**config.mk**
```make
export PLATFORM = sky130hd
export DESIGN_NAME = mul_issue_ctrl_flat
export DESIGN_NICKNAME = d
export VERILOG_FILES = /design/src/rtl/mul_issue_ctrl_if.sv /design/src/rtl/mul_issue_ctrl.sv /design/src/flat_wrapper.sv
export SDC_FILE = /design/constraint.sdc
export NUM_CORES = 1
export LEC_CHECK = 0
export BUFFER_PORTS_ARGS = -buffer_cell sky130_fd_sc_hd__clkbuf_2
export CORE_MARGIN = 2
export CORE_UTILIZATION = 53
export CTS_CLUSTER_DIAMETER = 80
export CTS_CLUSTER_SIZE = 40
export DETAILED_ROUTE_END_ITERATION = 12
export PLACE_DENSITY = 0.82
export REMOVE_ABC_BUFFERS = 1
export SETUP_SLACK_MARGIN = 0.3
export SYNTH_ARGS = -nofsm -noshare
export SYNTH_HDL_FRONTEND = slang
export SYNTH_SLANG_ARGS = --single-unit
```
**constraint.sdc**
```tcl
create_clock -name clk -period 3.35 [get_ports clk]
set_clock_uncertainty 0.05 [all_clocks]
set_input_delay 0 -clock clk [delete_from_list [all_inputs] [get_ports clk]]
set_output_delay 0 -clock clk [all_outputs]
set_load 0.02 [all_outputs]
```
**src/rtl/mul_issue_ctrl_if.sv**
```systemverilog
// mul_issue_ctrl_if
//
// Purpose: bundles every handshake and data signal around the Booth
// multiplier sequencer. This covers the operand intake, the launch/return
// path to the multiplier, the result buffer and the status flags.
//
// Modports:
//   slave  - the sequencer (mul_issue_ctrl) itself.
//   master - its environment: the datapath that supplies operands, the
//            multiplier, and the writeback consumer.
//
// Signal summary:
//   op_valid/op_ready/op_x/op_y         operand pair handshake
//   mul_start/mul_x/mul_y               launch of one multiply
//   mul_done/mul_product                multiplier completion and product
//   res_valid/res_ready/res_hi/res_lo   buffered result handshake
//   timeout                             sticky watchdog flag
//   busy                                sequencer not idle
interface mul_issue_ctrl_if #(
  parameter int WORD_SIZE = 32
);

  logic                     op_valid;
  logic                     op_ready;
  logic [WORD_SIZE-1:0]     op_x;
  logic [WORD_SIZE-1:0]     op_y;

  logic                     mul_start;
  logic [WORD_SIZE-1:0]     mul_x;
  logic [WORD_SIZE-1:0]     mul_y;
  logic                     mul_done;
  logic [2*WORD_SIZE-1:0]   mul_product;

  logic                     res_valid;
  logic                     res_ready;
  logic [WORD_SIZE-1:0]     res_hi;
  logic [WORD_SIZE-1:0]     res_lo;

  logic                     timeout;
  logic                     busy;

  modport slave (
    input  op_valid, op_x, op_y,
    input  mul_done, mul_product,
    input  res_ready,
    output op_ready,
    output mul_start, mul_x, mul_y,
    output res_valid, res_hi, res_lo,
    output timeout, busy
  );

  modport master (
    output op_valid, op_x, op_y,
    output mul_done, mul_product,
    output res_ready,
    input  op_ready,
    input  mul_start, mul_x, mul_y,
    input  res_valid, res_hi, res_lo,
    input  timeout, busy
  );

endinterface

```
**src/rtl/mul_issue_ctrl.sv**
```systemverilog
// mul_issue_ctrl
//
// Purpose: sequencer wrapped around the Booth multiplier. It accepts one
// signed operand pair, launches a single multiply with a one-cycle
// mul_start pulse and holds the operands steady until mul_done. It then
// buffers the 2*WORD_SIZE product as HI/LO words for writeback. One extra
// product can be parked internally (STALL) while the result buffer still
// waits for its consumer. A watchdog gives up on a multiply that has not
// completed within MAX_LAT cycles of mul_start and raises a sticky timeout
// flag.
//
// Ports:
//   clk   - system clock, rising edge
//   clr   - asynchronous active-low reset
//   bus   - mul_issue_ctrl_if.slave (operand, multiplier, result, status)
//
// Parameters:
//   WORD_SIZE - operand width (product is 2*WORD_SIZE)
//   MAX_LAT   - cycles from mul_start allowed for mul_done (>= 2)
//
// Build option:
//   MUL_ZERO_BYPASS_EN - when defined, a pair with a zero operand skips the
//   multiplier and produces a zero result directly from IDLE.
module mul_issue_ctrl #(
  parameter int WORD_SIZE = 32,
  parameter int MAX_LAT   = 40
) (
  input  logic            clk,
  input  logic            clr,
  mul_issue_ctrl_if.slave bus
);

  localparam int PW = 2 * WORD_SIZE;
  localparam int CW = $clog2(MAX_LAT + 1);
  localparam logic [CW-1:0] WDOG_LAST = CW'(MAX_LAT - 1);

  typedef enum logic [1:0] {
    IDLE,
    ISSUE,
    WAIT,
    STALL
  } state_t;

  state_t               state_q;
  state_t               state_n;

  logic [WORD_SIZE-1:0] x_q;
  logic [WORD_SIZE-1:0] y_q;
  logic [WORD_SIZE-1:0] hi_q;
  logic [WORD_SIZE-1:0] lo_q;
  logic                 res_valid_q;
  logic                 timeout_q;
  logic [PW-1:0]        held_q;
  logic [CW-1:0]        wdog_q;
  logic [CW-1:0]        wdog_n;

  logic                 accept;
  logic                 buf_free;
  logic                 load_res;
  logic [PW-1:0]        load_val;
  logic                 hold_load;
  logic [PW-1:0]        hold_val;
  logic                 timeout_set;

  // Next-state logic. The result buffer counts as free when it is empty or
  // is being drained this very cycle, so back-to-back results never bubble.
  // In WAIT a completing multiply wins over the watchdog on the last
  // allowed cycle.
  always_comb begin
    state_n     = state_q;
    wdog_n      = wdog_q;
    accept      = 1'b0;
    load_res    = 1'b0;
    load_val    = '0;
    hold_load   = 1'b0;
    hold_val    = bus.mul_product;
    timeout_set = 1'b0;
    buf_free    = !res_valid_q || bus.res_ready;

    case (state_q)
      IDLE: begin
        if (bus.op_valid) begin
          accept = 1'b1;
`ifdef MUL_ZERO_BYPASS_EN
          // A zero operand makes the product zero, so skip the multiplier
          // and deliver (or park) a zero result directly.
          if ((bus.op_x == '0) || (bus.op_y == '0)) begin
            if (buf_free) begin
              load_res = 1'b1;
              load_val = '0;
            end else begin
              hold_load = 1'b1;
              hold_val  = '0;
              state_n   = STALL;
            end
          end else begin
            state_n = ISSUE;
          end
`else
          state_n = ISSUE;
`endif
        end
      end

      ISSUE: begin
        wdog_n  = '0;
        state_n = WAIT;
      end

      WAIT: begin
        if (bus.mul_done) begin
          if (buf_free) begin
            load_res = 1'b1;
            load_val = bus.mul_product;
          end else begin
            hold_load = 1'b1;
            hold_val  = bus.mul_product;
          end
          state_n = buf_free ? IDLE : STALL;
        end else if (wdog_q == WDOG_LAST) begin
          timeout_set = 1'b1;
          state_n     = IDLE;
        end else begin
          wdog_n = wdog_q + CW'(1);
        end
      end

      STALL: begin
        // The buffer is always occupied here; it frees when res_ready is seen.
        if (bus.res_ready) begin
          load_res = 1'b1;
          load_val = held_q;
          state_n  = IDLE;
        end
      end

      default: begin
        state_n = IDLE;
      end
    endcase
  end

  // FSM state, watchdog and the sticky timeout flag.
  always_ff @(posedge clk or negedge clr) begin
    if (!clr) begin
      state_q   <= IDLE;
      wdog_q    <= '0;
      timeout_q <= 1'b0;
    end else begin
      state_q <= state_n;
      wdog_q  <= wdog_n;
      if (timeout_set) begin
        timeout_q <= 1'b1;
      end
    end
  end

  // Operand latch: captured once at acceptance and left untouched until the
  // next acceptance, which keeps mul_x/mul_y stable through the multiply.
  always_ff @(posedge clk or negedge clr) begin
    if (!clr) begin
      x_q <= '0;
      y_q <= '0;
    end else if (accept) begin
      x_q <= bus.op_x;
      y_q <= bus.op_y;
    end
  end

  // Result buffer plus the single parked product used by STALL. A load in
  // the same cycle as a transfer keeps res_valid high with the new data.
  always_ff @(posedge clk or negedge clr) begin
    if (!clr) begin
      res_valid_q <= 1'b0;
      hi_q        <= '0;
      lo_q        <= '0;
      held_q      <= '0;
    end else begin
      if (load_res) begin
        res_valid_q <= 1'b1;
        hi_q        <= load_val[PW-1:WORD_SIZE];
        lo_q        <= load_val[WORD_SIZE-1:0];
      end else if (res_valid_q && bus.res_ready) begin
        res_valid_q <= 1'b0;
      end
      if (hold_load) begin
        held_q <= hold_val;
      end
    end
  end

  assign bus.op_ready  = (state_q == IDLE);
  assign bus.busy      = (state_q != IDLE);
  assign bus.mul_start = (state_q == ISSUE);
  assign bus.mul_x     = x_q;
  assign bus.mul_y     = y_q;
  assign bus.res_valid = res_valid_q;
  assign bus.res_hi    = hi_q;
  assign bus.res_lo    = lo_q;
  assign bus.timeout   = timeout_q;

endmodule
```
**src/flat_wrapper.sv**
```systemverilog
// flat-port wrapper written by rule: the top's interface ports become plain ports
module mul_issue_ctrl_flat 
#(
  parameter int WORD_SIZE = 32,
  parameter int MAX_LAT   = 40
)
  (clk, clr, bus_op_valid, bus_op_x, bus_op_y, bus_mul_done, bus_mul_product, bus_res_ready, bus_op_ready, bus_mul_start, bus_mul_x, bus_mul_y, bus_res_valid, bus_res_hi, bus_res_lo, bus_timeout, bus_busy);
  mul_issue_ctrl_if #(.WORD_SIZE(WORD_SIZE)) bus_i ();
  input  logic clk;
  input  logic clr;
  input wire logic [$bits(bus_i.op_valid)-1:0] bus_op_valid;
  input wire logic [$bits(bus_i.op_x)-1:0] bus_op_x;
  input wire logic [$bits(bus_i.op_y)-1:0] bus_op_y;
  input wire logic [$bits(bus_i.mul_done)-1:0] bus_mul_done;
  input wire logic [$bits(bus_i.mul_product)-1:0] bus_mul_product;
  input wire logic [$bits(bus_i.res_ready)-1:0] bus_res_ready;
  output wire logic [$bits(bus_i.op_ready)-1:0] bus_op_ready;
  output wire logic [$bits(bus_i.mul_start)-1:0] bus_mul_start;
  output wire logic [$bits(bus_i.mul_x)-1:0] bus_mul_x;
  output wire logic [$bits(bus_i.mul_y)-1:0] bus_mul_y;
  output wire logic [$bits(bus_i.res_valid)-1:0] bus_res_valid;
  output wire logic [$bits(bus_i.res_hi)-1:0] bus_res_hi;
  output wire logic [$bits(bus_i.res_lo)-1:0] bus_res_lo;
  output wire logic [$bits(bus_i.timeout)-1:0] bus_timeout;
  output wire logic [$bits(bus_i.busy)-1:0] bus_busy;
  assign bus_i.op_valid = bus_op_valid;
  assign bus_i.op_x = bus_op_x;
  assign bus_i.op_y = bus_op_y;
  assign bus_i.mul_done = bus_mul_done;
  assign bus_i.mul_product = bus_mul_product;
  assign bus_i.res_ready = bus_res_ready;
  assign bus_op_ready = bus_i.op_ready;
  assign bus_mul_start = bus_i.mul_start;
  assign bus_mul_x = bus_i.mul_x;
  assign bus_mul_y = bus_i.mul_y;
  assign bus_res_valid = bus_i.res_valid;
  assign bus_res_hi = bus_i.res_hi;
  assign bus_res_lo = bus_i.res_lo;
  assign bus_timeout = bus_i.timeout;
  assign bus_busy = bus_i.busy;
  mul_issue_ctrl #(.WORD_SIZE(WORD_SIZE), .MAX_LAT(MAX_LAT)) u_core (.clk(clk), .clr(clr), .bus(bus_i));
endmodule
```
==> impl_metrics.json <==
{
  "slew_headroom_pct": 43.4,
  "post_cts_buffers": 0,
  "nNetsFinal": 1083,
  "antenna_found_initial": 3,
  "timing.fmax_mhz": 435,
  "wl_per_cell_um": 21.5,
  "via_per_inst": 5.67,
  "p_per_area_nw_per_um2": 870,
  "num_vias": 6607,
  "fin_area_um2": 11600,
  "tightestPinTransition_ns": 0.849,
  "drt_iter0_markers": 449,
  "critPathMaxFanout": 38,
  "drive_above_1_share_pct": 45.4,
  "ctsResizeCount": 0,
  "vdd_drop_max_v": 0.000451,
  "synth_edf_count": 0,
  "synth.area.top_cells": "dfrtp_1 (59%), mux2_2 (10%), mux2_4 (8.6%), a221o_1 (7.4%), and3_1 (4.9%)",
  "synth_cells": 567,
  "drt_wl_total_mm": 25.0,
  "finalSetupTns_ns": 0,
  "internal_power_uw": 6210,
  "nFillCells": 993,
  "syn-cell-area_um2": 8510,
  "dpl_cell_area_um2": 9920,
  "die_y_um": 131,
  "ys_warn_count": 0,
  "clkPwrFrac_pct": 15.7,
  "switching_share_pct": 38.6,
  "yosysTopAreaCell": "dfrtp_1",
  "syn-mean-instance-area_um2": 15.0,
  "p_comb_share_pct": 42.4,
  "numCtsBuffers": 11,
  "htreeDepth": 1,
  "grt_pass1_vias": 6941,
  "fp.dieW_um": 131,
  "post-route-period-util_pct": 68.6,
  "grt_max_degree": 104,
  "hold_ws_ns": 0.118,
  "maxSlewViolCount": 0,
  "die-area_um2": 17100,
  "status": "completed",
  "fin_crit_ns": 2.30,
  "ant_nets": 0,
  "io_buffers": 265,
  "rows": 46,
  "power_leakage_uw": 0.00611,
  "clockRootBuffer": "clkbuf_16",
  "cp.arrival_ns": 2.61,
  "clkLatencyLatePin_ns": 0.47,
  "worst-endpoint-required_ns": 3.66,
  "hold_class": "primary input to async pin",
  "gr-usage-all-layers_pct": 28.4,
  "worstSetupPathType": "flip-flop to flip-flop",
  "cts_sinks": 202,
  "overflow": 0,
  "worstSetupStartpointType": "flip-flop",
  "p_seq_share_pct": 41.8,
  "remaining_drc_errors": 0,
  "hold_viol_final": 0,
  "synth_ff_type": "dfrtp_1",
  "netlist.area_leader.share_pct": 59.4,
  "dp_hpwl_mm": 13.6,
  "start_util_pct": 54.0,
  "clk_pin_slew_ns": 0.12,
  "max-clock-path-buffers": 3,
  "area_growth_pct": 36.6,
  "end_kind": "flip-flop",
  "yosysUniqueCellTypes": 38,
  "p_switching_uw": 3900,
  "dr.pass1.iters": 7,
  "rsz0062_at_grt": "false",
  "grt_first_pass_wirelength_mm": 37.7,
  "ys_async_sr_fraction_pct": 100,
  "coreArea_um2": 15800,
  "gp_congestion": 0.775,
  "tritoncts": "built",
  "drv_cap": 0,
  "final_cell_mix": "clkbuf_2 (264), dfrtp_1 (202), dlygate4sd3_1 (132), mux2_2 (79), and3_1 (66)",
  "setup_viol": 0,
  "ys_ff_latch": 202,
  "ys_seq_area_share_pct": 59.4,
  "ios": 266,
  "final_common_cell": "clkbuf_2"
}
-- through the flow --
stage	total power (uW)	instances	util, %	setup WS [ns]
6_report	10100	1166	73.7	1.05
5_1_grt	10600	1166	73.7	0.929
4_1_cts	9900	1163	73.7	1.08
3_5_place_dp	8190	1014	62.9	1.10
3_3_place_gp	8030	1014	62.9	1.17
2_1_floorplan	6760	523	-	0.0379
-- registers in the layout (all words and copies together) (netlist names) --
register	count
u_core.bus.mul_x	32
u_core.bus.res_hi	32
u_core.bus.mul_y	32
u_core.bus.timeout	1
u_core.held_q	64
u_core.bus.res_lo	32
u_core.wdog_q	6
u_core.state_q	2
u_core.bus.res_valid	1
-- timing repair --
action	4_1_cts	5_1_grt
endpoints found under the setup margin	0	0
endpoints found under the hold margin	299	0
hold buffers	132	0
-- worst max-delay path: stages (launching register included) --
cell and delay (ns):
dfrtp_1 0.49, ha_2 0.59, o211ai_2 0.16, nor2_4 0.18, a21oi_4 0.04, buf_4 0.29, a221o_1 0.37
-- metal layers --
metal | vias to the layer above | GRT usage [%] | share of wire [%]
li1 | 2865 | - | -
met1 | 3280 | 34.7 | 37
met2 | 375 | 48.9 | 50
met3 | 87 | 6.03 | 8.1
met4 | 0 | 12.8 | 4.2
met5 | - | 0 | 0
-- synth_stat cells (2+ instances only) --
library cell	number
mux2i_1	3
mux2_4	49
ha_1	7
buf_6	19
inv_1	5
buf_2	10
dfrtp_1	202
o21a_1	2
mux2_2	79
nor3_1	4
a221o_1	63
clkbuf_1	14
nand2b_1	3
nor2_1	2
nand3_1	4
nand2_1	9
a21oi_1	6
and3_1	66
-- power by group through the flow --
stage                     Sequential (uW)  Clock [uW]  Combinational [uW]
after CTS                            4120        1610                4170
after global placement               4100           0                3930
after floorplan                      4900           0                1860
after global routing                 4330        1700                4570
final                                4230        1590                4290
after detailed placement             4150           0                4040
-- path summary, 6_finish.rpt --
check,startpoint,endpoint,slack [ns],cells past startpoint
setup reg to reg,u_core.state_q[1]$_DFFE_PN0P_,u_core.bus.res_lo[9]$_DFFE_PN0P_,1.05,6
min in group clk,bus_op_y[27],u_core.bus.mul_y[27]$_DFFE_PN0P_,0.25,3
setup / recovery,u_core.state_q[1]$_DFFE_PN0P_,u_core.bus.res_lo[9]$_DFFE_PN0P_,1.05,6
hold reg to reg,u_core.bus.timeout$_DFFE_PN0P_,u_core.bus.timeout$_DFFE_PN0P_,0.43,1
hold / removal,clr,u_core.bus.mul_y[22]$_DFFE_PN0P_,0.12,2
max in group asynchronous,clr,u_core.held_q[20]$_DFFE_PN0P_,2.10,3
-- final cells by class --
type / count / area (um^2) / share of cell area [%]
clock inverters: 6 / 103 / 0.883
diodes: 3 / 7.51 / 0.0646
well taps: 216 / 270 / 2.32
repair buffers: 407 / 2770 / 23.8
flip-flops and latches: 202 / 5050 / 43.5
multi-input cells: 316 / 3130 / 26.9
inverters: 5 / 18.8 / 0.161
clock buffers: 11 / 275 / 2.37
-- kinds of logic (layout without fill, tap and decap cells) --
| group | count (synthesis) | in the layout | synth area share [%] |
|---|---|---|---|
| other | 0 | 3 | 0 |
| multiplexers | 131 | 131 | 19.4 |
| flip-flops | 202 | 202 | 59.4 |
| AO/OA/AOI/OAI | 85 | 85 | 9.45 |
| buffers and inverters | 49 | 429 | 4.03 |
| adder cells (fa/ha/maj) | 7 | 7 | 1.03 |
| AND/OR/NAND/NOR | 93 | 93 | 6.66 |
No activity file was read; power rests on OpenSTA's default activity.
